===== src/rtl/comparador_2b.sv =====
// Registered equality/magnitude comparator with a saturating mismatch counter.
// Optional macro COMPARADOR_SIGNED_EN switches GT/LT to two's-complement ordering.
module comparador_2b #(
    parameter int WIDTH = 2,
    parameter int CNT_W = 8
) (
    input  logic             clk,
    input  logic             rst,
    input  logic             in_valid,
    input  logic [WIDTH-1:0] A,
    input  logic [WIDTH-1:0] B,
    output logic             X,
    output logic             GT,
    output logic             LT,
    output logic             out_valid,
    output logic [CNT_W-1:0] mism_cnt
);

    // Flow: in_valid qualifies A/B at a rising edge; the results appear after that
    // edge with out_valid high for exactly one cycle. There is no ready/back-pressure.
    logic             eq_c;
    logic             gt_c;
    logic             lt_c;

    logic             x_q, x_d;
    logic             gt_q, gt_d;
    logic             lt_q, lt_d;
    logic             out_valid_q, out_valid_d;
    logic [CNT_W-1:0] cnt_q, cnt_d;

    always_comb begin
        eq_c = (A == B);
`ifdef COMPARADOR_SIGNED_EN
        gt_c = ($signed(A) > $signed(B));
        lt_c = ($signed(A) < $signed(B));
`else
        gt_c = (A > B);
        lt_c = (A < B);
`endif
    end

    always_comb begin
        x_d         = x_q;
        gt_d        = gt_q;
        lt_d        = lt_q;
        out_valid_d = in_valid;
        cnt_d       = cnt_q;
        if (in_valid) begin
            x_d  = eq_c;
            gt_d = gt_c;
            lt_d = lt_c;
            // Count sticks at all-ones instead of wrapping.
            if (!eq_c && (cnt_q != {CNT_W{1'b1}})) begin
                cnt_d = cnt_q + 1'b1;
            end
        end
    end

    always_ff @(posedge clk) begin
        if (rst) begin
            x_q         <= 1'b0;
            gt_q        <= 1'b0;
            lt_q        <= 1'b0;
            out_valid_q <= 1'b0;
            cnt_q       <= '0;
        end else begin
            x_q         <= x_d;
            gt_q        <= gt_d;
            lt_q        <= lt_d;
            out_valid_q <= out_valid_d;
            cnt_q       <= cnt_d;
        end
    end

    assign X         = x_q;
    assign GT        = gt_q;
    assign LT        = lt_q;
    assign out_valid = out_valid_q;
    assign mism_cnt  = cnt_q;

endmodule


===== config.mk =====
export PLATFORM = sky130hd
export DESIGN_NAME = comparador_2b
export DESIGN_NICKNAME = d
export VERILOG_FILES = /design/src/rtl/comparador_2b.sv
export SDC_FILE = /design/constraint.sdc
export NUM_CORES = 1
export LEC_CHECK = 0
export CORE_UTILIZATION = 42
export CTS_CLUSTER_SIZE = 10
export DETAILED_ROUTE_END_ITERATION = 8
export GPL_TIMING_DRIVEN = 1
export PLACE_DENSITY = 0.71
export SYNTH_ARGS = -nofsm -noshare
export SYNTH_HDL_FRONTEND = slang
export SYNTH_SLANG_ARGS = --single-unit

===== constraint.sdc =====
create_clock -name clk -period 1.91 [get_ports clk]
set_clock_uncertainty 0.05 [all_clocks]
set_input_delay 0.382 -clock clk [delete_from_list [all_inputs] [get_ports clk]]
set_output_delay 0.382 -clock clk [all_outputs]
set_load 0.05 [all_outputs]

==> results.py <==
metrics = {
    "logic_synthesis": {
        "syn-num-nets": 76,
        "ys_warn_count": 0,
        "synth_top_area_share_pct": 42.11,
        "synth.distinct_cells": 23,
        "ys_seq_area_share_pct": 42.11,
        "syn_inst": 66,
        "synth_top_area_cell": "dfxtp_1",
        "avgSynthCellArea_um2": 8.645,
        "synth_top_cells_by_area": "dfxtp_1 (42%), ha_1 (6.6%), a21oi_1 (5.3%), nor2_1 (5.3%), nand3_1 (4.4%)",
        "syn_area_um2": 570.5,
        "ys_ff_latch": 12,
    },
    "detailed_routing": {
        "firstDrtPassIters": 4,
        "drt_iter0_drc": 14,
        "drc": 0,
        "vias_per_cell": 5.283,
        "vias": 560,
        "wl_per_cell_um": 12.31,
        "wl_mm": 1.305,
        "ant_nets": 0,
    },
    "sta": {
        "fin_crit_ns": 1.869,
        "max_freq_ghz": 0.5352,
        "rsz0062_at_grt": "false",
        "hold_violations": 0,
        "worst_slack_ns": 0.04149,
        "worst_pin_slew_ns": 0.5000,
        "finalCritPeriodShare_pct": 97.83,
        "setup_viol": 0,
        "slew-limit-headroom_pct": 66.56,
        "drv_slew": 0,
    },
    "die": {
        "core_area_um2": 1186,
        "dieWidth_um": 38.86,
        "die_h_um": 38.86,
        "start_util_pct": 48.10,
        "rows": 12,
        "ios": 19,
        "die_area_um2": 1510,
    },
    "clocking": {
        "insertion_delay_ns": 0.28,
        "cts_hold_buf": 0,
        "cts_tree": "built",
        "cts.path.max_buffers": 2,
        "cts_setup_buffers": 0,
        "clkSlewWorstSetupHoldPaths_ns": 0.08,
        "cts.root.buffer_cell": "clkbuf_4",
        "cts_buffers": 3,
        "cts_sinks": 12,
        "cts_max_level": 1,
    },
    "run": {
        "max_cap_viol_count": 0,
    },
    "placed_design": {
        "place.gp.congestion": 0.8126,
        "place_area_um2": 775.7,
        "hpwl_um": 894.6,
        "port-buffer-count": 18,
        "dp_slack_ns": -0.3110,
    },
    "critical_path": {
        "worst_ep_required_time_ns": 2.06,
        "r2r_start": "mism_cnt[0]",
        "cp-start-kind": "input pin",
        "worst_r2r_endpoint": "mism_cnt[3]",
        "arrival_ns": 2.02,
        "crit_fanout": 6,
        "cp-end-kind": "flip-flop",
        "ff2ff_path_depth": 5,
        "path_class": "in2reg",
        "reg2reg_slack_ns": 0.37,
    },
    "worst_hold_path": {
        "hold_path_depth": 2,
        "min_path_type": "reg2reg",
        "whs_endpoint": "X",
        "hold_start": "X",
    },
    "power": {
        "power_uw": 606.0,
        "leakagePower_nw": 0.3385,
        "vdd_drop_max_mv": 0.5747,
        "p_per_area_nw_per_um2": 704.0,
    },
    "final_layout": {
        "design_area_um2": 860.8,
        "fillers": 92,
        "antenna_cells": 0,
        "syn_to_final_growth_pct": 50.88,
        "drive_gt1_share_pct": 30.43,
        "nets": 103,
    },
    "global_route": {
        "grt_overflow": 0,
        "grt_pass1_vias": 515,
        "track_usage_pct": 21.17,
        "grt_start_max_net_pins": 13,
        "antenna_found_initial": 0,
        "grt_pass1_wl_mm": 2.132,
    },
    "status": {
        "outcome": "completed",
    },
}
==> worst max-delay path, stage by stage <==
cell	delay (ns)
clkdlybuf4s50_1	0.46
inv_1	0.06
ha_4	0.25
a21bo_2	0.25
or4_1	0.48
a21oi_1	0.13
==> synthesized netlist by cell type <==
cell type  instances
dfxtp_1           12
clkbuf_1           1
inv_1              5
nor2_1             8
a21oi_1            6
nor3_1             4
ha_1               3
o31ai_1            3
a2bb2oi_1          1
nand3_1            5
a21boi_2           1
xor2_1             1
o21a_1             1
buf_6              1
nand2_1            3
o21ai_1            1
mux2i_1            2
nor4_1             1
a31oi_1            1
nand4_1            1
or4_1              3
a21bo_1            1
a211oi_1           1
==> sequential cells by signal, indices dropped and copies added, names as in the netlist <==
register   flops
out_valid      1
LT             1
X              1
GT             1
mism_cnt       8
==> report_power, final <==
part           switching [mW]  leakage, nW  internal, mW
combinational          0.0764        0.220        0.0601
sequential            0.00826       0.0977         0.261
clock                  0.0846       0.0210         0.116
==> worst max-delay path by stage <==
stage	slack, ns	startpoint	to	cells past startpoint
floorplan	0.13	mism_cnt[0]	mism_cnt[1]	5
global placement	-0.30	B[1]	mism_cnt[3]	6
detailed placement	-0.31	B[1]	mism_cnt[4]	6
CTS	0.05	LT	LT	1
global route	0.003	A[0]	mism_cnt[4]	6
finish	0.04	A[0]	mism_cnt[4]	6
==> kinds of logic (layout without fill, tap and decap cells) <==
kind of cell | Yosys count | in the layout | share of synthesized area [%]
buffers and inverters | 7 | 33 | 5.921
multiplexers | 2 | 2 | 3.509
AO/OA/AOI/OAI | 16 | 16 | 19.08
AND/OR/NAND/NOR | 25 | 25 | 21.27
adder cells (fa/ha/maj) | 3 | 3 | 6.580
flip-flops | 12 | 12 | 42.11
XOR/XNOR | 1 | 1 | 1.535
==> metrics by stage <==
| stage | utilization (%) | std cells | hold WS [ns] | TNS (ns) |
|---|---|---|---|---|
| 4_1_cts | 70.57 | 106 | 0.4331 | 0 |
| 6_report | 72.57 | 106 | 0.4289 | 0 |
| 3_5_place_dp | 65.40 | 102 | 0.4150 | -1.663 |
| 5_1_grt | 72.57 | 106 | 0.4625 | 0 |
| 3_3_place_gp | 65.40 | 102 | 0.4085 | -1.480 |
| 2_1_floorplan | - | 66 | 0.4113 | 0 |
==> routing by layer <==
layer	GRT usage [%]	wire length, um	up-vias
li1	-	-	291
met1	27.18	641	253
met2	32.08	585	14
met3	10.40	69	2
met4	3.448	8	0
met5	0	0	-
==> what timing repair did <==
item | 4_1_cts | 5_1_grt
endpoints found under the setup margin | 3 | 3
resized for setup | 3 | 5
pin swaps | 1 | 2
gates cloned | 0 | 0
==> cell usage in the layout, fill, tap and decap left out, drive strengths merged <==
master,synthesis,routed
dfxtp,12,12
xor2,1,1
nand4,1,1
a21boi,1,1
a31oi,1,1
o21ai,1,1
o21a,1,1
clkdlybuf4s50,0,9
o31ai,3,3
clkbuf,1,4
nand2,3,3
nor3,4,4
or4,3,3
a2bb2oi,1,1
nor4,1,1
a21bo,1,1
nor2,8,8
inv,5,5
a211oi,1,1
nand3,5,5
a21oi,6,6
ha,3,3
buf,1,15
mux2i,2,2
==> area by class of cell <==
cell class                 count  area (um^2)  share of cell area (%)
tap                           14        17.52                   2.035
timing repair buffer          24        202.7                   23.55
multi-input combinational     47        345.3                   40.12
clock buffer                   4        36.28                   4.215
inverter                       5        18.77                   2.180
sequential                    12        240.2                   27.91
Note: power is estimated with default switching activity, not from simulation.
==> variant, RTL diff (config.mk and constraints unchanged) <==
Reset style: asynchronous (`rst`), changed in one clocked block.
--- a/src/rtl/comparador_2b.sv
+++ b/src/rtl/comparador_2b.sv
@@ -56,7 +56,7 @@
         end
     end
 
-    always_ff @(posedge clk) begin
+    always_ff @(posedge clk or posedge rst) begin
         if (rst) begin
             x_q         <= 1'b0;
             gt_q        <= 1'b0;
Behaviour: differs if rst is asserted again (counterexample within 4 cycles, from zero or initial values and one cycle with rst high); with rst held inactive, the same outputs for 10 cycles.
==> variant against the original RTL <==
  * Sequential share of layout area is 8.0 points higher
  * Cell area is 2.9% lower
  * Wire length is 14% lower
  * Sequential cell count stayed put
  * Area after synthesis is 5.0% higher
  * Worst setup slack better by 50 ps
  * First-iteration DRC count is 86% lower
Power is not compared: it rests on default switching activity, and its combinational part moved more than twofold at a synthesized area within 25%.
==> variant: results (changes against the original RTL) <==
Clock network
  • H-tree levels: 1 (unchanged)
  • CTS Buf Count: 3 (unchanged)

Logic synthesis
  • Synth warn: 0 (unchanged)
  • Net Count, Synth: 64 (was 76)
  • Share of the yosys chip area belonging to registers: 50.1% (was 42.1%)
  • Asr flop ratio synth: 100% (was 0%)
  • Number of distinct library cells after synthesis: 20 (was 23)
  • Post-Synth Adder-Cell Area: 6.26% (was 6.58%)
  • Synth top area cells: dfrtp_1 (50%), ha_1 (6.3%), inv_1 (4.4%), a21oi_1 (4.2%), mux2_2 (3.8%) (was dfxtp_1 (42%), ha_1 (6.6%), a21oi_1 (5.3%), nor2_1 (5.3%), nand3_1 (4.4%))
  • Compound-Gate Fraction of Synth Area: 9.60% (was 19.1%)
  • Multiplexer area fraction after synthesis: 7.10% (was 3.51%)
  • Post-Synth XOR/XNOR Area: 4.38% (was 1.54%)

Detailed routing
  • WL final: 1120 um (was 1310 um)
  • Router iterations before antenna repair: 2 (was 4)
  • DR vias: 477 (was 560)
  • First DRT Iteration DRCs: 2 (was 14)

Worst setup path
  • Data arrival time of the critical path: 1390 ps (was 2020 ps)
  • RR Startpoint: mism_cnt[0] (unchanged)
  • R2R Setup Slk: 280 ps (was 370 ps)
  • CP max stage cell: clkdlybuf4s50_1 (was or4_1)
  • Critical path fanouts, max: 1 (was 6)
  • Crit path largest cell delay: 790 ps (was 480 ps)
  • R2R Path End: mism_cnt[1] (was mism_cnt[3])

Status
  • Status: complete, no violations (unchanged)

Placed design
  • Dpl hpwl: 827 um (was 895 um)
  • GP Congestion: 0.857 (was 0.813)

Global routing
  • Tot GR Track Use: 17.6% (was 21.2%)
  • First-pass GRT wire length: 1730 um (was 2130 um)

Cells and area
  • N_diodes: 0 (unchanged)
  • Fin nets: 92 (was 103)

STA
  • Max_slew headroom: 66.8% (was 66.6%)
  • Total negative slack: 0 ps (unchanged)

Min path
  • Hold Path Class: in2async (was reg2reg)
[variant: report_power, final]
group	switching [uW]	internal, uW
combinational	383	211
sequential	115	330
clock	78.7	72.9
[variant: layer usage]
layer	vias to the layer above	share of wire (%)	track usage, %
met5	-	0	0
met4	0	1.1	12.9
met3	2	3.1	5.11
met2	12	45	26.2
met1	222	51	20.9
li1	241	-	-
[variant: worst max path at each step]
stage | cells past startpoint | slack, ps | startpoint | endpoint
2_1_floorplan | 5 | 70 | mism_cnt[0] | mism_cnt[1]
5_1_grt | 7 | 2 | A[0] | mism_cnt[7]
4_1_cts | 1 | 50 | GT | GT
6_report | 1 | 90 | out_valid | out_valid
3_3_place_gp | 7 | -180 | B[1] | mism_cnt[7]
3_5_place_dp | 7 | -200 | B[1] | mism_cnt[7]
[variant: area by class of cell]
cell class,count,area (sq um)
Fill cell,100,482
Tap cell,15,18.8
Inverter,7,26.3
Timing Repair Buffer,23,195
Sequential cell,12,300
Multi-Input combinational cell,35,273
Clock buffer,3,22.5
[variant: cell families after synthesis]
family	after synthesis
AO/OA/AOI/OAI	8
XOR/XNOR	3
adder cells (fa/ha/maj)	3
buffers and inverters	7
flip-flops	12
multiplexers	4
AND/OR/NAND/NOR	17
[variant: stage by stage]
step	cell area, sq um	hold slack, ps	cells	utilization [%]	worst slack [ps]
finish	836	376	95	63.4	91.8
global placement	803	445	91	61.0	-175
detailed placement	803	443	91	61.0	-203
global route	836	421	95	63.4	2.36
floorplan	599	197	54	-	66.8
CTS	826	393	94	62.7	53.5
[variant: what timing repair did]
| item | in CTS | in global routing |
|---|---|---|
| setup buffers | 0 | 1 |
| endpoints found under the setup margin | 0 | 2 |
| gates resized for setup | 0 | 1 |
